[src/rtl/keypad_scan_history_if.sv]
`default_nettype none
// +----------------------------------------------------------------------+
// | keypad_scan_history_if : keypad column/row and digit-history bundle  |
// | Revision 1.0                                                         |
// +----------------------------------------------------------------------+
interface keypad_scan_history_if #(
  parameter int NUM_DIGITS = 2
);
  logic [3:0]              col;
  logic                    clear;
  logic [3:0]              row;
  logic [4*NUM_DIGITS-1:0] digits;
  logic [3:0]              key_code;
  logic                    new_key;

  modport master (
    output col, clear,
    input  row, digits, key_code, new_key
  );

  modport slave (
    input  col, clear,
    output row, digits, key_code, new_key
  );
endinterface
`default_nettype wire

[src/rtl/keypad_scan_history.sv]
`default_nettype none
// +----------------------------------------------------------------------+
// | keypad_scan_history : 4x4 keypad scanner, debouncer, digit history   |
// | Revision 1.0                                                         |
// +----------------------------------------------------------------------+
module keypad_scan_history #(
  parameter int NUM_DIGITS      = 2,
  parameter int SCAN_CYCLES     = 1000,
  parameter int DEBOUNCE_CYCLES = 20000
) (
  input  wire logic               clk,
  input  wire logic               reset,
  keypad_scan_history_if.slave    kp
);

  localparam int SCAN_W = $clog2(SCAN_CYCLES);
  localparam int DB_W   = $clog2(DEBOUNCE_CYCLES + 1);

  typedef enum logic [1:0] {
    SCAN     = 2'd0,
    DEBOUNCE = 2'd1,
    HELD     = 2'd2,
    RELEASE  = 2'd3
  } state_t;

  state_t                  state;
  logic [3:0]              col_m;
  logic [3:0]              col_s;
  logic [3:0]              row_drive;
  logic [SCAN_W-1:0]       scan_cnt;
  logic [DB_W-1:0]         db_cnt;
  logic [3:0]              lat_col;
  logic [3:0]              key_idx;
  logic [4*NUM_DIGITS-1:0] history;
  logic [4*NUM_DIGITS-1:0] history_shifted;
  logic [3:0]              code_out;
  logic                    pulse;
  logic [3:0]              key_decoded;

  function automatic logic [1:0] onehot_index(input logic [3:0] v);
    logic [1:0] idx;
    case (v)
      4'b0010: idx = 2'd1;
      4'b0100: idx = 2'd2;
      4'b1000: idx = 2'd3;
      default: idx = 2'd0;
    endcase
    return idx;
  endfunction

  // Index is {row, col}; rows top to bottom, columns left to right.
  function automatic logic [3:0] decode(input logic [3:0] idx);
    logic [3:0] code;
    case (idx)
      4'h0: code = 4'h1;
      4'h1: code = 4'h2;
      4'h2: code = 4'h3;
      4'h3: code = 4'hA;
      4'h4: code = 4'h4;
      4'h5: code = 4'h5;
      4'h6: code = 4'h6;
      4'h7: code = 4'hB;
      4'h8: code = 4'h7;
      4'h9: code = 4'h8;
      4'hA: code = 4'h9;
      4'hB: code = 4'hC;
      4'hC: code = 4'hE;
      4'hD: code = 4'h0;
      4'hE: code = 4'hF;
      default: code = 4'hD;
    endcase
    return code;
  endfunction

  assign key_decoded = decode(key_idx);

  generate
    if (NUM_DIGITS == 1) begin : g_single_digit
      assign history_shifted = key_decoded;
    end else begin : g_multi_digit
      assign history_shifted = {history[4*NUM_DIGITS-5:0], key_decoded};
    end
  endgenerate

  always_ff @(posedge clk) begin
    if (!reset) begin
      state     <= SCAN;
      col_m     <= 4'b0000;
      col_s     <= 4'b0000;
      row_drive <= 4'b0001;
      scan_cnt  <= '0;
      db_cnt    <= '0;
      lat_col   <= 4'b0000;
      key_idx   <= 4'h0;
      history   <= '0;
      code_out  <= 4'h0;
      pulse     <= 1'b0;
    end else begin
      col_m <= kp.col;
      col_s <= col_m;
      pulse <= 1'b0;

      case (state)
        SCAN: begin
          // The first two counts of a row still carry the previous row's columns.
          if ($onehot(col_s) && (scan_cnt >= SCAN_W'(2))) begin
            lat_col <= col_s;
            key_idx <= {onehot_index(row_drive), onehot_index(col_s)};
            db_cnt  <= '0;
            state   <= DEBOUNCE;
          end else if (scan_cnt == SCAN_W'(SCAN_CYCLES - 1)) begin
            scan_cnt  <= '0;
            row_drive <= {row_drive[2:0], row_drive[3]};
          end else begin
            scan_cnt <= scan_cnt + SCAN_W'(1);
          end
        end
        DEBOUNCE: begin
          if (col_s == lat_col) begin
            if (db_cnt == DB_W'(DEBOUNCE_CYCLES - 1)) begin
              history  <= history_shifted;
              code_out <= key_decoded;
              pulse    <= 1'b1;
              state    <= HELD;
            end else begin
              db_cnt <= db_cnt + DB_W'(1);
            end
          end else begin
            state <= SCAN;
          end
        end
        HELD: begin
          if (col_s == 4'b0000) begin
            db_cnt <= '0;
            state  <= RELEASE;
          end
        end
        RELEASE: begin
          if (col_s != 4'b0000) begin
            state <= HELD;
          end else if (db_cnt == DB_W'(DEBOUNCE_CYCLES - 1)) begin
            state <= SCAN;
          end else begin
            db_cnt <= db_cnt + DB_W'(1);
          end
        end
        default: state <= SCAN;
      endcase

      // Clear overrides a push landing on the same edge.
      if (kp.clear) begin
        history <= '0;
      end
    end
  end

  assign kp.row      = row_drive;
  assign kp.digits   = history;
  assign kp.key_code = code_out;
  assign kp.new_key  = pulse;

endmodule
`default_nettype wire

[src/flat_wrapper.sv]
// flat-port wrapper written by rule: the top's interface ports become plain ports
module keypad_scan_history_flat 
#(
  parameter int NUM_DIGITS      = 2,
  parameter int SCAN_CYCLES     = 1000,
  parameter int DEBOUNCE_CYCLES = 20000
)
  (clk, reset, kp_col, kp_clear, kp_row, kp_digits, kp_key_code, kp_new_key);
  keypad_scan_history_if #(.NUM_DIGITS(NUM_DIGITS)) kp_i ();
  input  wire logic clk;
  input  wire logic reset;
  input wire logic [$bits(kp_i.col)-1:0] kp_col;
  input wire logic [$bits(kp_i.clear)-1:0] kp_clear;
  output wire logic [$bits(kp_i.row)-1:0] kp_row;
  output wire logic [$bits(kp_i.digits)-1:0] kp_digits;
  output wire logic [$bits(kp_i.key_code)-1:0] kp_key_code;
  output wire logic [$bits(kp_i.new_key)-1:0] kp_new_key;
  assign kp_i.col = kp_col;
  assign kp_i.clear = kp_clear;
  assign kp_row = kp_i.row;
  assign kp_digits = kp_i.digits;
  assign kp_key_code = kp_i.key_code;
  assign kp_new_key = kp_i.new_key;
  keypad_scan_history #(.NUM_DIGITS(NUM_DIGITS), .SCAN_CYCLES(SCAN_CYCLES), .DEBOUNCE_CYCLES(DEBOUNCE_CYCLES)) u_core (.clk(clk), .reset(reset), .kp(kp_i));
endmodule
[config.mk]
export PLATFORM = sky130hd
export DESIGN_NAME = keypad_scan_history_flat
export DESIGN_NICKNAME = d
export VERILOG_FILES = /design/src/rtl/keypad_scan_history_if.sv /design/src/rtl/keypad_scan_history.sv /design/src/flat_wrapper.sv
export SDC_FILE = /design/constraint.sdc
export NUM_CORES = 1
export LEC_CHECK = 0
export ABC_CLOCK_PERIOD_IN_PS = 3340
export CORE_AREA = 2 2 78 80
export CTS_BUF_LIST = sky130_fd_sc_hd__clkbuf_8
export DETAILED_ROUTE_END_ITERATION = 10
export DIE_AREA = 0 0 80 82
export PLACE_DENSITY = 0.87
export RECOVER_POWER = 50
export SYNTH_ARGS = -nofsm -noshare
export SYNTH_HDL_FRONTEND = slang
export SYNTH_SLANG_ARGS = --single-unit
[constraint.sdc]
create_clock -name clk -period 3.34 [get_ports clk]
set_input_delay 0.501 -clock clk [delete_from_list [all_inputs] [get_ports clk]]
set_output_delay 0.501 -clock clk [all_outputs]
set_load 0.02 [all_outputs]
# Word level (Yosys, flattened, before mapping)

Memory sizes are Yosys's and may differ from the RTL's. A register that Yosys moved wholly into a read port is not among the register bits.
Index checks and enable logic that the tools add are counted.

Register bits: 60
ROM bits: 64
Input port bits: 7
Output and inout bits: 17
Logic and storage cells: 70
Memories kept: 1

Memory list:

| name            | words | bits a word | read ports | clocked after memory_dff | wr ports | RTL line                  | text |
|---|---|---|---|---|---|---|---|
| (no name shown) | 16    | 4           | 1          | 1                        | 0        | keypad_scan_history.sv:54 | `case (idx)` |

$add $sub $neg: 5
$lt $le $gt $ge: 1
Equality and inequality tests: 19
Multiplexer cells: 19
Bitwise operators: 2
Reductions and logical operators: 12

Operators by type and width:

| cell                  | number |
|---|---|
| $mux 15               | 5 |
| $pmux 15 s4           | 1 |
| $add 15x1->15 const B | 1 |
| $eq 15x15->1 const B  | 1 |
| $mux 2                | 6 |
| $pmux 2 s3            | 2 |
| $add 10x1->10 const B | 1 |
| $eq 10x10->1 const B  | 1 |
| $ge 10x2->1 const B   | 1 |
| $mux 10               | 1 |
| $reduce_and 3->1      | 3 |
| $eq 4x2->1 const B    | 2 |
| $eq 4x3->1 const B    | 2 |
| $eq 4x4->1 const B    | 2 |
| $mux 4                | 2 |
| $pmux 2 s4            | 1 |
| $reduce_and 4->1      | 2 |
| $ne 2x1->1 const B    | 3 |
| $add 1x1->2           | 2 |
| $eq 2x2->1 const B    | 2 |
| $eq 4x4->1            | 1 |
| $logic_not 4->1       | 1 |
| $reduce_and 2->1      | 2 |
| $reduce_bool 4->1     | 1 |
| 11 further kinds      | 12 |

# Longest topological paths before layout

Gate-level depths: netlist of the first run.

Depth in word-level cells: 7
Gate-level depth with buffers: 14
Mapped depth without buffers: 13

# Worst setup path before layout of the first run

OpenSTA, ideal clock, no wires.

Path type: reg2reg
Start: register u_core.col_s[2]
End: register, netlist name u_core.key_decoded[1]
Library setup time: 0.121 ns
Arrival time: 3.090 ns
Data required time: 3.219 ns
Slack: 0.130 ns
Cell stages (with the launch flop): 15
Buffers on the path: 1
Period minus slack after synthesis: 3.210 ns
Path through: dfxtp_1 -> inv_1 -> ha_1 -> ha_1 -> fa_1 -> nor3b_1 -> o31a_1 -> buf_4 -> a21oi_1 -> a211oi_2 -> inv_1 -> ha_1 -> inv_1 -> mux2i_1 -> mux2_2

Cells in the longest elaborated chain, start to end: 7
Elaborated cells on any way between the ends: 11
Classes of those cells: add/sub (2); eq/ne (4); mux (3); reduce/logical (2)

RTL lines:

| element                                   | RTL line                   | text |
|---|---|---|
| from (decl)                               | keypad_scan_history.sv:28  | `logic [3:0] col_s;` |
| from (signal assigned)                    | keypad_scan_history.sv:100 | `col_s <= col_m;` |
| $add 1x1->2 (implied by the code)         | keypad_scan_history.sv:106 | `if ($onehot(col_s) && (scan_cnt >= SCAN_W'(2))) begin` |
| $add 3x3->3 (implied by the code)         | keypad_scan_history.sv:106 |  |
| $eq 3x1->1                                | keypad_scan_history.sv:106 |  |
| $logic_and 1x1->1                         | keypad_scan_history.sv:106 |  |
| $reduce_and 2->1 (no source line)         | -                          |  |
| $mux 4 (no source line) (*) (2 in series) | -                          |  |

Mark *: on every way between the ends. The rest lies on a longest branch, timed or not.
A chain may end at the register's enable or synchronous reset.

# Worst setup path in the final report of the first run

Start: register u_core.col_s[2]
End: register u_core.scan_cnt[1]

Cells in the longest elaborated chain, start to end: 6

RTL lines:

| element                           | RTL line                   | text |
|---|---|---|
| $add 1x1->2 (implied by the code) | keypad_scan_history.sv:106 |  |
| $add 3x3->3 (implied by the code) | keypad_scan_history.sv:106 |  |
| $eq 3x1->1                        | keypad_scan_history.sv:106 |  |
| $logic_and 1x1->1                 | keypad_scan_history.sv:106 |  |
| $not 1->1 (no source line)        | -                          |  |
| $reduce_and 2->1 (no source line) | -                          |  |
| to (signal assigned)              | keypad_scan_history.sv:115 | `scan_cnt <= scan_cnt + SCAN_W'(1);` |
| to (decl)                         | keypad_scan_history.sv:30  | `logic [SCAN_W-1:0] scan_cnt;` |

No other way between the ends.

==> summary.md, run 1 <==
| Metric | Value |
|---|---|
| Core Area | 0.00575 sq mm |
| Most common cell after layout, fill and taps aside | dfxtp_1 |
| Main area contributors after synthesis | dfxtp_1, ha_1, mux2i_1, nor2_1, xor2_1 |
| Synthesized area per cell | 9.52 sq um |
| Max incr delay on CP | 0.47 ns |
| Most frequent cells in the layout | dfxtp_1, nor2_1, mux2i_1 |
| CTS tree | done |
| Ports | 24 |
| Fill count | 471 |
| Die Wd | 80 um |
| Slowest CP cell | fa_1 |
| Worst-Skew Late Latency | 0.34 ns |
| Top Family by Delay on Critical Path | adder cells |
| CTS Buffer Depth | 2 |
| Worst setup EP type | flip-flop |
| Mapped Cells | 314 |
| Fin crit share | 0.971 |
| Worst relative slew slack | 0.429 |
| Crit Path Max Fanout | 7 |
| Hold path cells | 1 |
| Starting Density | 0.520 |
| Req. time, crit path | 3.61 ns |
| Max-cap check violation count | 0 |
| CTS Hold Bufs | 0 |
| Setup violators final | 0 |
| Netlist Area Pre-Place | 0.00299 sq mm |
| Measured slew at the worst slew-check pin | 0.857 ns |
| Tmin final | 3.24 ns |
| CP Depth | 12 |
| Critical path buffer and inverter count | 3 |
| CP Class | flip-flop to flip-flop |
| Sequential area share after synthesis | 0.428 |
| Synth cell types | 53 |
| Grt ovf | 0 |
| Most area-hungry cell type in the Yosys netlist | dfxtp_1 |
| Pin count of the biggest net entering global routing | 22 |
| Num rows | 28 |
| Final Hold Viols | 0 |
| CTS Sinks | 64 |
| Power per cell area | 506 mW/mm^2 |
| Die area | 0.00656 sq mm |
| Status | finished clean |
| Vias/cell | 5.43 |
| R2R cell count | 12 |
| Final net count | 374 |
| Max-slew violations | 0 |
| Layout cells sized above 1 | 0.113 |
| Number of synthesized flops with an enable pin | 0 |
| Total power | 1.79 mW |
| Antenna violations before repair | 0 |
| Via count | 2,330 |
| Final GP Congestion | 0.869 |
| DRT antenna net count | 0 |
| Die height | 82 um |
| H-tree Lvls | 3 |
| Sum of negative setup slack | 0 ns |
| Core Util, Final | 0.615 |
| Clk_skew | 0.00575 ns |
| DR pass1 iterations | 6 |
| Syn_nets | 338 |
| Initial DRC count | 143 |
| WP data arrival | 3.51 ns |
| Total clock buffers created by CTS | 9 |
| Top-area cell type share of the netlist area | 0.428 |
| Ys flop type | dfxtp_1 |
| Startpoint type of the worst setup path | flip-flop |
| # DRC | 0 |
| First-pass GRT wire length | 9870 um |
| Antenna diode count | 0 |
| Synth-to-Final Area Change | 18.1% |
| Synthesis Warnings | 0 |
| Clk Tree Root Cell | clkbuf_8 |
| HP Class | flip-flop to flip-flop |
| Final wirelength | 5950 um |
| F_max | 308 MHz |
| Crit path cell chain | inv_1 > ha_1 > ha_1 > fa_1 > nor3b_2 > o31a_1 > buf_4 > buf_4 > nor4_4 > and3_1 > or2b_2 > a211oi_1 |
| Total Routing Usage GR | 0.196 |
| Final HPWL DP | 4120 um |
| Per-cell routed wire length | 13.9 um |
| FFs w/ async S/R, synth | 0 |
| Maximum vdd drop | 0.383 mV |
| Synthesized flop and latch total | 64 |
| Leakage | 1.57 nW |
| Clk slew on worst S/H paths | 0.07 ns |
| Port Buffers | 23 |
| Vias in the first global route | 2,225 |
sequential cells by signal, indices dropped and copies added (netlist names), 2 cells and up:
register and flops:
u_core.lat_col 4, u_core.key_idx 4, u_core.kp.row 4, u_core.state 2, u_core.col_m 4, u_core.db_cnt 15, u_core.kp.key_code 4, u_core.kp.digits 8
u_core.col_s 4, u_core.scan_cnt 10, u_core.key_decoded 4
synthesized netlist by cell type, drive strengths merged, types with 8 or more instances:
| master | instances |
|---|---|
| and2 | 10 |
| xor2 | 12 |
| and3 | 9 |
| nand3 | 10 |
| a21oi | 12 |
| o21ai | 10 |
| dfxtp | 64 |
| ha | 16 |
| nand2 | 19 |
| inv | 10 |
| xnor2 | 10 |
| nand4 | 8 |
| mux2i | 20 |
| nor2 | 45 |
layer usage:
metal,global-route usage,vias up,part of all wire
li1,-,1163,-
met5,0,-,0
met4,0.115,0,0.038
met3,0.0725,23,0.038
met1,0.220,1093,0.44
met2,0.321,51,0.48
cell type report:
class                      instances  area, sq um  share of cell area
sequential                        64         1280               0.363
clock buffer                      10          138              0.0390
timing repair buffer              35          317              0.0897
clock inverter                     5         48.8              0.0138
tap                               75         93.8              0.0266
inverter                          11         41.3              0.0117
multi-input combinational        229         1610               0.456
worst paths after layout:
path         slack [ns]            start                 end
max                 0.1  u_core.col_s[2]  u_core.scan_cnt[1]
min                0.43  u_core.col_m[2]     u_core.col_s[2]
max reg2reg         0.1  u_core.col_s[2]  u_core.scan_cnt[1]
min reg2reg        0.43  u_core.col_m[2]     u_core.col_s[2]
through the flow:
step                cell area, sq um  setup slack, ns  hold WS, ns  cells
finish                          3530           0.0969        0.435    429
global route                    3530          -0.0543        0.467    429
CTS                             3520           0.0431        0.436    427
detailed placement              3320         0.000935        0.420    410
global placement                3320            0.194        0.415    410
floorplan                       2990            0.130        0.412    314
power breakdown:
group	leakage, nW	internal [mW]	total (mW)	switching (mW)
Sequential	0.518	0.800	0.834	0.0342
Combinational	0.948	0.132	0.317	0.185
Clock	0.103	0.354	0.634	0.281
Total	1.57	1.29	1.79	0.500
repair_timing:
| action | CTS | global route |
|---|---|---|
| endpoints found under the setup margin | 2 | 6 |
| gates resized for setup | 0 | 3 |
| pin swaps | 0 | 2 |
| setup buffers | 2 | 2 |
cells by family after synthesis:
| logic type | synth area share |
|---|---|
| and+or+nand+nor | 0.236 |
| adders and majority gates | 0.0736 |
| DFF | 0.428 |
| muxes | 0.0870 |
| buffers and inverters | 0.0318 |
| xor gates and xnor gates | 0.0644 |
| AOI/OAI and AO/OA | 0.0791 |
No activity file was read; power rests on OpenSTA's default activity.
==> inputs of run 2 (changes only) <==
--- a/config.mk
+++ b/config.mk
@@ -12,6 +12,7 @@
 export DIE_AREA = 0 0 80 82
 export PLACE_DENSITY = 0.87
 export RECOVER_POWER = 50
+export SETUP_SLACK_MARGIN = 0.05
 export SYNTH_ARGS = -nofsm -noshare
 export SYNTH_HDL_FRONTEND = slang
 export SYNTH_SLANG_ARGS = --single-unit
==> run 2 against run 1 <==
Compared with the run above: maximum frequency rose by 3.4%; critical endpoint is now u_core.key_decoded[1]; clock skew hardly changed; utilization shrank 0.065 points; largest cell class unchanged; die area is the same; register-to-register slack gained 0.11 ns.
==> summary.md, run 2 (synthesized netlist as in run 1, its figures left out) <==
| Metric | Value |
|---|---|
| Status | finished clean |
| Core Area | 0.00575 sq mm (unchanged) |
| DRT antenna net count | 0 (unchanged) |
| FF-to-FF Start | u_core.col_s[2] |
| Total Routing Usage GR | 0.192 (-0.00420) |
| Antenna violations before repair | 0 (unchanged) |
| Top Family by Delay on Critical Path | adder cells |
| Setup slack after layout | 0.203 ns (+0.106 ns) |
| Ports | 24 (unchanged) |
| Measured slew at the worst slew-check pin | 0.841 ns (-0.0160 ns) |
| Layout cells sized above 1 | 0.110 (-0.00282) |
| CTS Hold Bufs | 0 (unchanged) |
| CP Class | flip-flop to flip-flop |
| Worst setup EP type | flip-flop |
| Grt ovf | 0 (unchanged) |
| Pin count of the biggest net entering global routing | 22 (unchanged) |
| Area of the multi-input gates | 0.00161 sq mm (-0.23%) |
| WHS Endpoint | u_core.col_s[2] |
| Top reg by flops | u_core.db_cnt |
| Synth-to-Final Area Change | 17.9% |
| Fill count | 472 (+0.21%) |
| Final Hold Viols | 0 (unchanged) |
| Hold path cells | 1 (unchanged) |
| Vias/cell | 5.31 (-2.2%) |
| Die area | 0.00656 sq mm (unchanged) |
| Clk slew on worst S/H paths | 0.06 ns (about the same) |
| Maximum vdd drop | 0.378 mV (-1.2%) |
| Max-cap check violation count | 0 (unchanged) |
| Cell area after layout | 0.00353 sq mm (-0.11%) |
| Sum of negative setup slack | 0 ns (unchanged) |
| Final net count | 374 (unchanged) |
| Total power | 1.77 mW (-0.77%) |
| Placed cells | 410 (unchanged) |
| Initial DRC count | 108 (-24%) |
| Clk Tree Root Cell | clkbuf_8 |
| Crit Path Max Fanout | 4 (-3) |
| Worst relative slew slack | 0.439 (+0.0106) |
| Fin cells | 429 (unchanged) |
| R2R cell count | 13 (+1) |
| CTS Buffer Depth | 2 (unchanged) |
| Num rows | 28 (unchanged) |
| Req. time, crit path | 3.57 ns (-0.04 ns) |
| Port Buffers | 23 (unchanged) |
| F_max | 319 MHz (+3.4%) |
| Seq. cell area | 0.00128 sq mm (unchanged) |
| CTS Sinks | 64 (unchanged) |
| Crit path cell chain | inv_1 > ha_1 > ha_1 > fa_1 > nor3b_2 > o31a_1 > a21oi_1 > a211oi_2 > inv_1 > ha_1 > inv_1 > mux2i_1 > mux2_2 |
| HP Class | flip-flop to flip-flop |
| Final wirelength | 5670 um (-4.7%) |
| Via count | 2,278 (-2.2%) |
| Max-slew violations | 0 (unchanged) |
| Tmin final | 3.14 ns (-0.106 ns) |
| Vias in the first global route | 2,183 (-1.9%) |
| Setup violators final | 0 (unchanged) |
| RSZ-0062 raised after global routing | true |
| Total clock buffers created by CTS | 9 (unchanged) |
| DR pass1 iterations | 4 (-2) |
| H-tree Lvls | 3 (unchanged) |
| Per-cell routed wire length | 13.2 um (-4.7%) |
| RR Endpoint | u_core.key_decoded[1] |
| Max incr delay on CP | 0.45 ns (-0.02 ns) |
| Startpoint type of the worst setup path | flip-flop |
| Most frequent cells in the layout | dfxtp_1, nor2_1, mux2i_1 |
| Die Wd | 80 um (unchanged) |
| CTS tree | done |
| WP data arrival | 3.37 ns (-0.14 ns) |
| Most common cell after layout, fill and taps aside | dfxtp_1 |
| First-pass GRT wire length | 9710 um (-1.6%) |
| Antenna diode count | 0 (unchanged) |
| Final GP Congestion | 0.869 (unchanged) |
| # DRC | 0 (unchanged) |
| Leakage | 1.57 nW (about the same) |
| Die height | 82 um (unchanged) |
| Worst-Skew Late Latency | 0.34 ns (about the same) |
| Placed inst area | 0.00332 sq mm (unchanged) |
| Starting Density | 0.520 (unchanged) |
| Clk_skew | 0.00622 ns (+0.000469 ns) |
| Final HPWL DP | 4120 um (unchanged) |
| FF-to-FF setup slack | 0.20 ns (+0.11 ns) |
| Max reg flops | 15 (unchanged) |
| Fin crit share | 0.939 (-0.0318) |
| HP Start | u_core.col_m[2] |
| Power per cell area | 502 mW/mm^2 (-0.66%) |
| Place WS | 0.000935 ns (unchanged) |
| Slowest CP cell | fa_1 |
| Critical path buffer and inverter count | 3 (unchanged) |
==> run 2: cell count changes in the layout (fill, tap and decap cells not counted) <==
cell     delta
a21oi_2     -1
a21oi_1     +1
==> run 2: how the worst max path moves through the flow <==
stage / start / to / slack [ns] / depth (start not counted)
4_1_cts: u_core.col_s[2] / u_core.key_decoded[1] / 0.14 / 13
6_report: u_core.col_s[2] / u_core.key_decoded[1] / 0.20 / 13
2_1_floorplan: u_core.col_s[2] / u_core.key_decoded[1] / 0.13 / 14
3_3_place_gp: u_core.col_s[2] / u_core.key_decoded[1] / 0.19 / 13
3_5_place_dp: u_core.col_s[0] / u_core.key_decoded[1] / 0.0009 / 13
5_1_grt: u_core.col_s[0] / u_core.key_decoded[1] / 0.02 / 13
==> run 2: metal layers <==
layer	track usage	wire length [um]
met4	0.114	203
met3	0.0538	196
met5	0	0
met1	0.223	2530
met2	0.318	2740
==> run 2: final cells by class <==
type	instances	share of cell area
clock inverter	5	0.0138
timing repair buffer	35	0.0897
inverter	11	0.0117
clock buffer	10	0.0390
sequential	64	0.363
multi-input combinational	229	0.456
tap	75	0.0266
==> run 2: what timing repair did <==
item / in CTS / in global routing
endpoints found under the setup margin: 3 / 3
gates resized for setup: 1 / 1
pin swaps: 0 / 2
endpoints found under the hold margin: 0 / 0
buffers inserted: 2 / 2
==> run 2: per-stage QoR <==
step | util | hold WS [ns]
global placement | 0.578 | 0.415
finish | 0.614 | 0.434
detailed placement | 0.578 | 0.420
floorplan | - | 0.412
global route | 0.614 | 0.467
CTS | 0.614 | 0.436
==> run 2: power by group <==
group | switching, mW | total, mW | internal, mW
logic | 0.178 | 0.308 | 0.130
clock network | 0.278 | 0.631 | 0.354
registers | 0.0325 | 0.832 | 0.800
total | 0.488 | 1.77 | 1.28
==> inputs of run 3 (changes only) <==
--- a/config.mk
+++ b/config.mk
@@ -6,10 +6,10 @@
 export NUM_CORES = 1
 export LEC_CHECK = 0
 export ABC_CLOCK_PERIOD_IN_PS = 3340
-export CORE_AREA = 2 2 78 80
+export CORE_AREA = 2 2 89 70
 export CTS_BUF_LIST = sky130_fd_sc_hd__clkbuf_8
 export DETAILED_ROUTE_END_ITERATION = 10
-export DIE_AREA = 0 0 80 82
+export DIE_AREA = 0 0 91 72
 export PLACE_DENSITY = 0.87
 export RECOVER_POWER = 50
 export SETUP_SLACK_MARGIN = 0.05
==> run 3 against run 2 <==
Compared with the run above: sequential share of layout area rose by 0.18 points; maximum frequency is essentially flat; global-route usage up 0.39 points; utilization up 1.0 points; clock skew is 0.00085 ns higher; design area down 0.11%; sequential power is essentially flat; largest power group unchanged; highest routed layer unchanged.
==> summary.md, run 3 (synthesized netlist as in run 1, its figures left out) <==
| Metric | Value |
|---|---|
| Fill count | 461 (-2.3%) |
| Final Hold Viols | 0 (unchanged) |
| Measured slew at the worst slew-check pin | 0.894 ns (+0.0532 ns) |
| Startpoint type of the worst setup path | flip-flop |
| RSZ-0062 raised after global routing | false |
| Crit path cell chain | inv_1 > ha_1 > ha_1 > fa_1 > nor3b_2 > o31a_1 > buf_4 > buf_4 > a211oi_2 > buf_4 > buf_4 > ha_1 > mux2_1 > o21ai_1 |
| # DRC | 0 (unchanged) |
| DRT antenna net count | 0 (unchanged) |
| Req. time, crit path | 3.62 ns (+0.05 ns) |
| Port Buffers | 23 (unchanged) |
| Most frequent cells in the layout | dfxtp_1, nor2_1, mux2i_1 |
| Max incr delay on CP | 0.45 ns (about the same) |
| Crit Path Max Fanout | 4 (unchanged) |
| Ports | 24 (unchanged) |
| Sum of negative setup slack | 0 ns (unchanged) |
| Worst relative slew slack | 0.404 (-0.0355) |
| Vias in the first global route | 2,246 (+2.9%) |
| Max-slew violations | 0 (unchanged) |
| CTS Sinks | 64 (unchanged) |
| Layout cells sized above 1 | 0.124 (+0.0141) |
| Area of the multi-input gates | 0.00161 sq mm (unchanged) |
| Per-cell routed wire length | 14.5 um (+9.7%) |
| Antenna diode count | 0 (unchanged) |
| Starting Density | 0.530 (+0.00923) |
| Total Routing Usage GR | 0.196 (+0.00386) |
| Pin count of the biggest net entering global routing | 22 (unchanged) |
| Final GP Congestion | 0.844 (-2.8%) |
| H-tree Lvls | 3 (unchanged) |
| Clk slew on worst S/H paths | 0.07 ns (about the same) |
| Clk Tree Root Cell | clkbuf_8 |
| Synth-to-Final Area Change | 17.8% |
| Num rows | 24 (-14%) |
| Top reg by flops | u_core.db_cnt |
| Clk_skew | 0.00707 ns (+0.000854 ns) |
| Slowest CP cell | fa_1 |
| Initial DRC count | 133 (+23%) |
| R2R cell count | 14 (+1) |
| HP Class | flip-flop to flip-flop |
| Via count | 2,398 (+5.3%) |
| CP Class | flip-flop to flip-flop |
| DR pass1 iterations | 4 (unchanged) |
| Top Family by Delay on Critical Path | adder cells |
| First-pass GRT wire length | 10,300 um (+6.3%) |
| Vias/cell | 5.55 (+4.5%) |
| Leakage | 1.55 nW (-1.4%) |
| Die height | 72 um (-12%) |
| Die Wd | 91 um (+14%) |
| CTS Buffer Depth | 2 (unchanged) |
| Critical path buffer and inverter count | 5 (+2) |
| Final HPWL DP | 4250 um (+3.3%) |
| Worst-Skew Late Latency | 0.35 ns (about the same) |
| Core Area | 0.00565 sq mm (-1.7%) |
| Tmin final | 3.14 ns (+0.000480 ns) |
| Max reg flops | 15 (unchanged) |
| Die area | 0.00655 sq mm (-0.12%) |
| Seq. cell area | 0.00129 sq mm (+0.39%) |
| Hold path cells | 1 (unchanged) |
| Antenna violations before repair | 0 (unchanged) |
| Maximum vdd drop | 0.288 mV (-24%) |
| Core Util, Final | 0.624 (+0.0102) |
| F_max | 319 MHz (about the same) |
| Max-cap check violation count | 0 (unchanged) |
| WP data arrival | 3.42 ns (+0.05 ns) |
| Grt ovf | 0 (unchanged) |
| Most common cell after layout, fill and taps aside | dfxtp_1 |
| Status | finished clean |
| Final wirelength | 6270 um (+11%) |
| Final net count | 373 (-0.27%) |
| Worst setup EP type | flip-flop |
| Critical path's most frequent cell | buf_4 |
| CP Depth | 14 (+1) |
| CTS tree | done |
| Setup violators final | 0 (unchanged) |
| Power per cell area | 498 mW/mm^2 (-0.76%) |
| Total clock buffers created by CTS | 9 (unchanged) |
| Fin crit share | 0.939 (about the same) |
## run 3: cell count changes in the layout (fill, tap and decap cells not counted), sizes merged
cell | previous run | this run
clkinvlp | 0 | 1
bufinv | 1 | 0
buf | 11 | 10
clkinv | 4 | 5
## run 3: area by class of cell
class,count,area share
sequential,64,0.365
clock buffer,10,0.0391
timing repair buffer,34,0.0877
tap,78,0.0277
inverter,11,0.0117
clock inverter,6,0.0124
multi-input combinational,229,0.456
## run 3: path summary, 6_finish.rpt
| check | start | slack, ns | end |
|---|---|---|---|
| worst max register to register | u_core.col_s[3] | 0.20 | u_core.key_decoded[2] |
| worst max-delay path | u_core.col_s[3] | 0.20 | u_core.key_decoded[2] |
| worst min-delay path | u_core.col_m[1] | 0.45 | u_core.col_s[1] |
| worst min register to register | u_core.col_m[1] | 0.45 | u_core.col_s[1] |
## run 3: power breakdown
part | internal (mW) | switching [mW]
registers | 0.799 | 0.0326
clock network | 0.292 | 0.318
logic | 0.127 | 0.188
## run 3: repair_timing
item	4_1_cts	5_1_grt
setup endpoints to repair	0	15
resized for setup	0	6
buffers inserted	0	2
hold buffers	0	0
## run 3: through the flow
step | setup slack [ns] | power, mW | instances | hold WS [ns] | area [sq um]
final | 0.203 | 1.76 | 432 | 0.448 | 3520
after detailed placement | 0.0965 | 1.15 | 414 | 0.426 | 3330
after global placement | 0.219 | 1.13 | 414 | 0.422 | 3330
after CTS | 0.0602 | 1.75 | 430 | 0.445 | 3510
after global routing | 0.0324 | 1.84 | 432 | 0.480 | 3520
after floorplan | 0.130 | 1.05 | 314 | 0.412 | 2990
## run 3: metal layers
metal,vias up,part of all wire,global-route usage,routed length [um]
li1,1161,-,-,-
met1,1150,0.45,0.244,2790
met2,72,0.48,0.328,3000
met3,15,0.056,0.0582,350
met4,0,0.019,0.0724,122
met5,-,0,0,0
